$ cat src/rtl/intersection_sequencer.sv
// Two-approach intersection controller: main road rests on green, side-road
// vehicle and pedestrian requests are latched and served in turn with yellow
// and all-red clearance between conflicting phases. Lamps are a Moore decode
// of the state register, so no input reaches a lamp combinationally.
module intersection_sequencer #(
  parameter int TW              = 8,
  parameter int MIN_GREEN_TIME  = 12,
  parameter int YELLOW_TIME     = 3,
  parameter int ALLRED_TIME     = 2,
  parameter int SIDE_GREEN_TIME = 8,
  parameter int WALK_TIME       = 6
) (
  input  logic       clk,
  input  logic       rst,
  input  logic       side_sensor,
  input  logic       ped_button,
  output logic       main_red,
  output logic       main_yellow,
  output logic       main_green,
  output logic       side_red,
  output logic       side_yellow,
  output logic       side_green,
  output logic       walk,
  output logic       side_pending,
  output logic       ped_pending,
  output logic [2:0] phase
);

  typedef enum logic [2:0] {
    S_MG   = 3'd0,
    S_MY   = 3'd1,
    S_AR1  = 3'd2,
    S_SG   = 3'd3,
    S_SY   = 3'd4,
    S_AR2  = 3'd5,
    S_WALK = 3'd6
  } state_t;

  // Last timer value of each dwell; a dwell of T cycles expires at T-1.
  localparam logic [TW-1:0] MG_LAST     = TW'(MIN_GREEN_TIME - 1);
  localparam logic [TW-1:0] YELLOW_LAST = TW'(YELLOW_TIME - 1);
  localparam logic [TW-1:0] ALLRED_LAST = TW'(ALLRED_TIME - 1);
  localparam logic [TW-1:0] SG_LAST     = TW'(SIDE_GREEN_TIME - 1);
  localparam logic [TW-1:0] WALK_LAST   = TW'(WALK_TIME - 1);

  state_t          state_q, state_d;
  logic [TW-1:0]   timer_q, timer_d;
  logic            side_q, side_d;
  logic            ped_q, ped_d;

  // State, dwell timer and request latches; reset drops any phase in progress.
  always_ff @(posedge clk) begin
    if (rst) begin
      state_q <= S_MG;
      timer_q <= '0;
      side_q  <= 1'b0;
      ped_q   <= 1'b0;
    end else begin
      state_q <= state_d;
      timer_q <= timer_d;
      side_q  <= side_d;
      ped_q   <= ped_d;
    end
  end

  // Next state, timer and latch update.
  always_comb begin
    state_d = state_q;
    case (state_q)
      S_MG:   if (timer_q == MG_LAST && (side_q || ped_q)) state_d = S_MY;
      S_MY:   if (timer_q == YELLOW_LAST) state_d = S_AR1;
      S_AR1:  if (timer_q == ALLRED_LAST) state_d = ped_q ? S_WALK : S_SG;
      S_SG:   if (timer_q == SG_LAST) state_d = S_SY;
      S_SY:   if (timer_q == YELLOW_LAST) state_d = S_AR2;
      S_WALK: if (timer_q == WALK_LAST) state_d = S_AR2;
      S_AR2:  if (timer_q == ALLRED_LAST) state_d = S_MG;
      default: state_d = S_AR2;
    endcase

    // Main green holds its timer at the last value so a late request is
    // served on the very next edge and the counter can never wrap.
    if (state_d != state_q) begin
      timer_d = '0;
    end else if (state_q == S_MG && timer_q == MG_LAST) begin
      timer_d = timer_q;
    end else begin
      timer_d = timer_q + 1'b1;
    end

    // A request present on the edge that starts its service is absorbed by
    // that service rather than re-latched.
    if (state_d == S_SG && state_q != S_SG) begin
      side_d = 1'b0;
    end else begin
      side_d = side_q | side_sensor;
    end
    if (state_d == S_WALK && state_q != S_WALK) begin
      ped_d = 1'b0;
    end else begin
      ped_d = ped_q | ped_button;
    end
  end

  // Lamp decode from the registered state only; unknown codes show all-red.
  always_comb begin
    main_red    = 1'b0;
    main_yellow = 1'b0;
    main_green  = 1'b0;
    side_red    = 1'b0;
    side_yellow = 1'b0;
    side_green  = 1'b0;
    walk        = 1'b0;
    case (state_q)
      S_MG: begin
        main_green = 1'b1;
        side_red   = 1'b1;
      end
      S_MY: begin
        main_yellow = 1'b1;
        side_red    = 1'b1;
      end
      S_SG: begin
        main_red   = 1'b1;
        side_green = 1'b1;
      end
      S_SY: begin
        main_red    = 1'b1;
        side_yellow = 1'b1;
      end
      S_WALK: begin
        main_red = 1'b1;
        side_red = 1'b1;
        walk     = 1'b1;
      end
      default: begin
        main_red = 1'b1;
        side_red = 1'b1;
      end
    endcase
  end

  assign side_pending = side_q;
  assign ped_pending  = ped_q;
  assign phase        = state_q;

endmodule

$ cat config.mk
export PLATFORM = sky130hd
export DESIGN_NAME = intersection_sequencer
export DESIGN_NICKNAME = d
export VERILOG_FILES = /design/src/rtl/intersection_sequencer.sv
export SDC_FILE = /design/constraint.sdc
export NUM_CORES = 1
export LEC_CHECK = 0
export BUFFER_PORTS_ARGS = -buffer_cell sky130_fd_sc_hd__buf_2
export CELL_PAD_IN_SITES_DETAIL_PLACEMENT = 0
export CELL_PAD_IN_SITES_GLOBAL_PLACEMENT = 1
export CORE_ASPECT_RATIO = 1.4
export CORE_MARGIN = 5
export CORE_UTILIZATION = 39
export DETAILED_ROUTE_END_ITERATION = 10
export PLACE_DENSITY = 0.79
export SETUP_SLACK_MARGIN = 0.4
export SYNTH_ARGS = -nofsm -noshare
export SYNTH_HDL_FRONTEND = slang
export SYNTH_SLANG_ARGS = --single-unit
$ cat constraint.sdc
create_clock -name clk -period 1.8 [get_ports clk]
set_input_delay 0.09 -clock clk [delete_from_list [all_inputs] [get_ports clk]]
set_output_delay 0.09 -clock clk [all_outputs]
set_load 0.005 [all_outputs]
### Yosys cells after proc, flatten, opt, wreduce, memory -nomap -nowiden

Index checks and enable logic that the tools add are counted.

| word-level totals | value |
|---|---|
| register bits | 13 |
| bits of input ports | 4 |
| output and inout bits | 12 |
| logic and storage cells | 50 |

| operators by class | value |
|---|---|
| add/sub/neg operators | 1 |
| eq/ne operators | 16 |
| muxes and demuxes | 16 |
| bitwise operators | 2 |
| reductions and logical operators | 11 |

Operators by type and width:

| kind | number |
|---|---|
| 3-bit two-way mux | 8 |
| 3-bit case mux with 7 select lines | 1 |
| 8-bit by 3-bit equality test with 1-bit output, second input constant | 2 |
| 3-bit equality test, second input constant | 4 |
| 2-bit OR reduction | 5 |
| 3-bit by 2-bit equality test with 1-bit output, second input constant | 3 |
| 8-bit by 1-bit adder with 8-bit output, second input constant | 1 |
| 8-bit by 1-bit equality test with 1-bit output, second input constant | 1 |
| 8-bit by 2-bit equality test with 1-bit output, second input constant | 1 |
| 8-bit by 4-bit equality test with 1-bit output, second input constant | 1 |
| 1-bit two-way mux | 7 |
| 1-bit logical AND | 4 |
| 3-bit by 1-bit equality test with 1-bit output, second input constant | 1 |
| 3-bit logical NOT | 1 |
| 3-bit by 2-bit inequality test with 1-bit output, second input constant | 1 |
| 3-bit inequality test | 1 |
| 3-bit inequality test, second input constant | 1 |
| 1-bit bitwise OR | 2 |
| 1-bit logical OR | 1 |

### Depth between registers and ports, before layout

| depth | value |
|---|---|
| depth after elaboration | 7 |
| depth in mapped cells | 7 |

### Worst setup path after synthesis

Ideal clock, no wire load.

| path | value |
|---|---|
| path kind | register to register |
| start point | register timer_q[1] |
| end point | register timer_q[1] |
| setup time | 0.112 ns |
| arrival time | 1.465 ns |
| path slack | 0.223 ns |
| stages on the path, launching flop included | 8 |
| buffers on the path | 0 |
| period minus slack after synthesis | 1.577 ns |
| path through | dfxtp_1 inv_1 ha_1 mux2i_1 o22ai_1 o21ai_1 nand2_1 a2111oi_1 |

| between the ends | value |
|---|---|
| cells in the longest elaborated chain, start to end | 6 |
| elaborated cells between the ends (all ways) | 18 |
| classes of those cells | add/sub (1); eq/ne (6); mux (8); reduce/logical (3) |

RTL lines:

| element | RTL line | source |
|---|---|---|
| from (decl) | 47 | `logic [TW-1:0] timer_q, timer_d;` |
| from (signal assigned) | 60 | `timer_q <= timer_d;` |
| 8-bit by 4-bit equality test with 1-bit output | 70, 84 |  |
| 1-bit logical AND | 70 | `S_MG: if (timer_q == MG_LAST && (side_q \|\| ped_q)) state_d = S_MY;` |
| 3-bit two-way mux | 70 |  |
| 3-bit case mux with 7 select lines | 69 | `case (state_q)` |
| 3-bit inequality test | 82 | `if (state_d != state_q) begin` |
| 2-bit OR reduction (no source line) | n/a |  |

Several ways; a longest one is shown, not always the timed one.
A chain may end at the register's enable or synchronous reset.

### Final worst setup path

| path | value |
|---|---|
| start point | register timer_q[1] |
| end point | register timer_q[3] |

The elaborated chain is that of the path after synthesis.

==> impl_metrics.csv <==
group,metric,value,unit
synth,ys_types,37,
critical_path,startpoint_type,"register",
synth,postSynthRegisterBits,13,
critical_path,worst_setup_path_end_kind,"register",
timing,final.setup.tns,0,ns
min_path,holdPathEnd,"phase[2]",
global_routing,grt.overflow.total,0,
placement,port_buffers,15,
global_routing,number_of_global_route_vias_before_repair,787,
timing,slew_headroom,72.7,%
job,drv_cap,0,
clocking,worst_skew_pair.late_latency,0.28,ns
detailed_routing,drt_pre_antenna_iters,4,
status,outcome,"finished clean",
timing,hold_viol_final,0,
critical_path,critical_path.max_fanout,5,
timing,rsz_0062_raised_after_global_routing,"true",
floorplan,boundaryPins,16,
global_routing,maximum_number_of_pins_on_one_net_before_global_route_repair,14,
min_path,number_of_cells_on_the_worst_hold_path,2,
floorplan,floorplan.initialDensity,41.0,%
timing,final_period_minus_worst_setup_slack,1.56,ns
power_and_ir_drop,total_power,0.600,mW
layout,num-nets-final,133,
placement,place.detailed.hpwl,1470,microns
detailed_routing,drc,0,
floorplan,die_y,64.2,microns
timing,tightest_slew,0.409,ns
critical_path,r2r_start,"timer_q[1]",
power_and_ir_drop,pwrdens,519,nW/um^2
timing,post_route_clock_skew,0.00302,ns
floorplan,rows,19,
clocking,cts-htree-levels,1,
clocking,cts.root.buffer_cell,"clkbuf_4",
detailed_routing,totalWireLength,2180,microns
timing,setup-violations-final,0,
synth,synth-edff-count,0,
power_and_ir_drop,irDropWorstVdd,0.386,mV
floorplan,core_region_area,2000,sq um
clocking,tritoncts.num_buffers,3,
synth,synth.area.mux_share,1.22,%
detailed_routing,avgRoutedWirePerCell,14.9,microns
timing,min_period_over_period,86.7,%
synth,synth.avg_cell_area,8.36,sq um
synth,synth-main-ff-cell,"dfxtp_1",
synth,synthArstFlopShare,0,%
synth,synth_warn,0,
min_path,min-delay-start,"rst",
layout,leading_cell_types_in_the_layout_fill_and_taps_excluded,"15 x buf_2, 11 x nor2_1, 9 x buf_4",
clocking,cts-hold-fix-buffers,0,
synth,netlist_area,820,sq um
global_routing,track_usage,13.5,%
critical_path,worst-endpoint-required,2.01,ns
critical_path,reg2reg_slack,0.24,ns
synth,synth_top_family_by_area,"simple AND/OR/NAND/NOR gates",
layout,finalCoreUtilization,57.9,%
synth,synth-seq-area-share,31.8,%
global_routing,antenna_violations_before_repair,0,
placement,finalWeightedCongestion,0.871,
synth,synth_compound_area_share,18.0,%
detailed_routing,routed-via-count,822,
synth,synth_cells,98,
global_routing,grt_pass1_wl,3380,microns
synth,synth-simple-area-share,33.3,%
synth,post_synth_fa_ha_maj_area_fraction,4.58,%
critical_path,worst_ep_arrival_time,1.77,ns
synth,synth_nets,105,
timing,fmax,641,MHz
clocking,clk_pin_slew_worst_paths,0.09,ns
critical_path,worstSetupPathType,"register to register",
floorplan,die_area,3130,sq um
detailed_routing,post_drt_via_cell_ratio,5.63,
power_and_ir_drop,static-leakage-power,0.471,nW
timing,worst_slack,0.240,ns
detailed_routing,ant_nets_after_route,0,
clocking,cts_tree,"yes",
detailed_routing,drt-initial-drc-count,11,
synth,synth-xor-area-share,6.41,%
clocking,clock_sink_count,13,
layout,layout_commonest_cell,"buf_2",
timing,worst_hold_slack,0.0501,ns
placement,place_ws,0.0901,ns
floorplan,chipWidth,48.7,microns
layout,post_route_cells_drive_above_1_share,48.0,%
clocking,ctsLongestPathBuffers,2,
critical_path,reg2reg_to,"timer_q[3]",
min_path,timing.hold.worst.class,"input port to register",
layout,antenna-diode-count,0,
critical_path,worstRegToRegCells,8,
layout,synth_to_layout_area_growth,41.1,%
timing,number_of_pins_exceeding_their_max_slew_limit_in_the_final_report,0,
-- per-layer routing --
metal | vias to the layer above | global-route usage, % | routed length [microns]
met5 | - | 0 | 0
li1 | 412 | - | -
met1 | 387 | 12.5 | 845
met2 | 19 | 26.1 | 1190
met4 | 0 | 6.40 | 36
met3 | 4 | 3.95 | 106
-- registers in the layout, indices dropped and copies added, names as in the netlist --
register / cells
timer_q: 8
ped_pending: 1
phase: 3
side_pending: 1
-- synthesized netlist by cell type (3+ instances only) --
cell | instances | area share (%)
nand2_1 | 6 | 2.7
dfxtp_1 | 13 | 32
ha_1 | 3 | 4.6
a21oi_1 | 4 | 2.4
nand3_1 | 5 | 3.1
inv_1 | 5 | 2.3
buf_2 | 4 | 2.4
xor2_1 | 4 | 4.3
and3_1 | 4 | 3.1
nor2_1 | 13 | 6.0
nor3_1 | 6 | 3.7
-- timing repair --
item / CTS / global route
buffers inserted: 8 / 3
setup endpoints to repair: 12 / 14
gates resized for setup: 10 / 23
pin swaps: 6 / 7
-- critical path, cell delays in order (launching register included) --
cell and delay (ns):
dfxtp_4 0.41, inv_4 0.04, ha_4 0.17, mux2i_1 0.20, o22ai_1 0.13, o21ai_2 0.13
nand2_2 0.10, buf_6 0.15, nor3_1 0.16
-- worst max-delay path by stage --
stage / from / end / cells after the start
after floorplan: timer_q[0] / timer_q[1] / 7
after global placement: phase[2] / phase[0] / 4
after detailed placement: phase[2] / timer_q[1] / 5
after CTS: timer_q[6] / phase[0] / 5
after global routing: timer_q[1] / timer_q[1] / 7
final: timer_q[1] / timer_q[3] / 8
-- through the flow --
| stage | instances | cell area, sq um |
|---|---|---|
| 2_1_floorplan | 98 | 850 |
| 3_3_place_gp | 131 | 923 |
| 3_5_place_dp | 131 | 923 |
| 4_1_cts | 143 | 1050 |
| 5_1_grt | 146 | 1160 |
| 6_report | 146 | 1160 |
-- layout make-up --
type	instances	area, sq um
clock buffers	4	26.3
fillers	191	841
inverters	5	21.3
multi-input cells	76	622
flip-flops and latches	13	284
well taps	21	26.3
repair buffers	27	176
-- power by group --
group / total (mW) / leakage (nW) / internal, mW / switching, mW
sequential: 0.312 / 0.111 / 0.291 / 0.0207
clock: 0.190 / 0.0150 / 0.0859 / 0.104
combinational: 0.0981 / 0.345 / 0.0510 / 0.0471
-- cell families (layout without fill, tap and decap cells) --
logic type               count (synthesis)  count (layout)
AND/OR/NAND/NOR                         47              47
AO/OA/AOI/OAI                           19              19
flip-flops                              13              13
buffers and inverters                    9              36
XOR/XNOR                                 6               6
adder cells (fa/ha/maj)                  3               3
multiplexers                             1               1
Power figures use the tool's default switching activity.
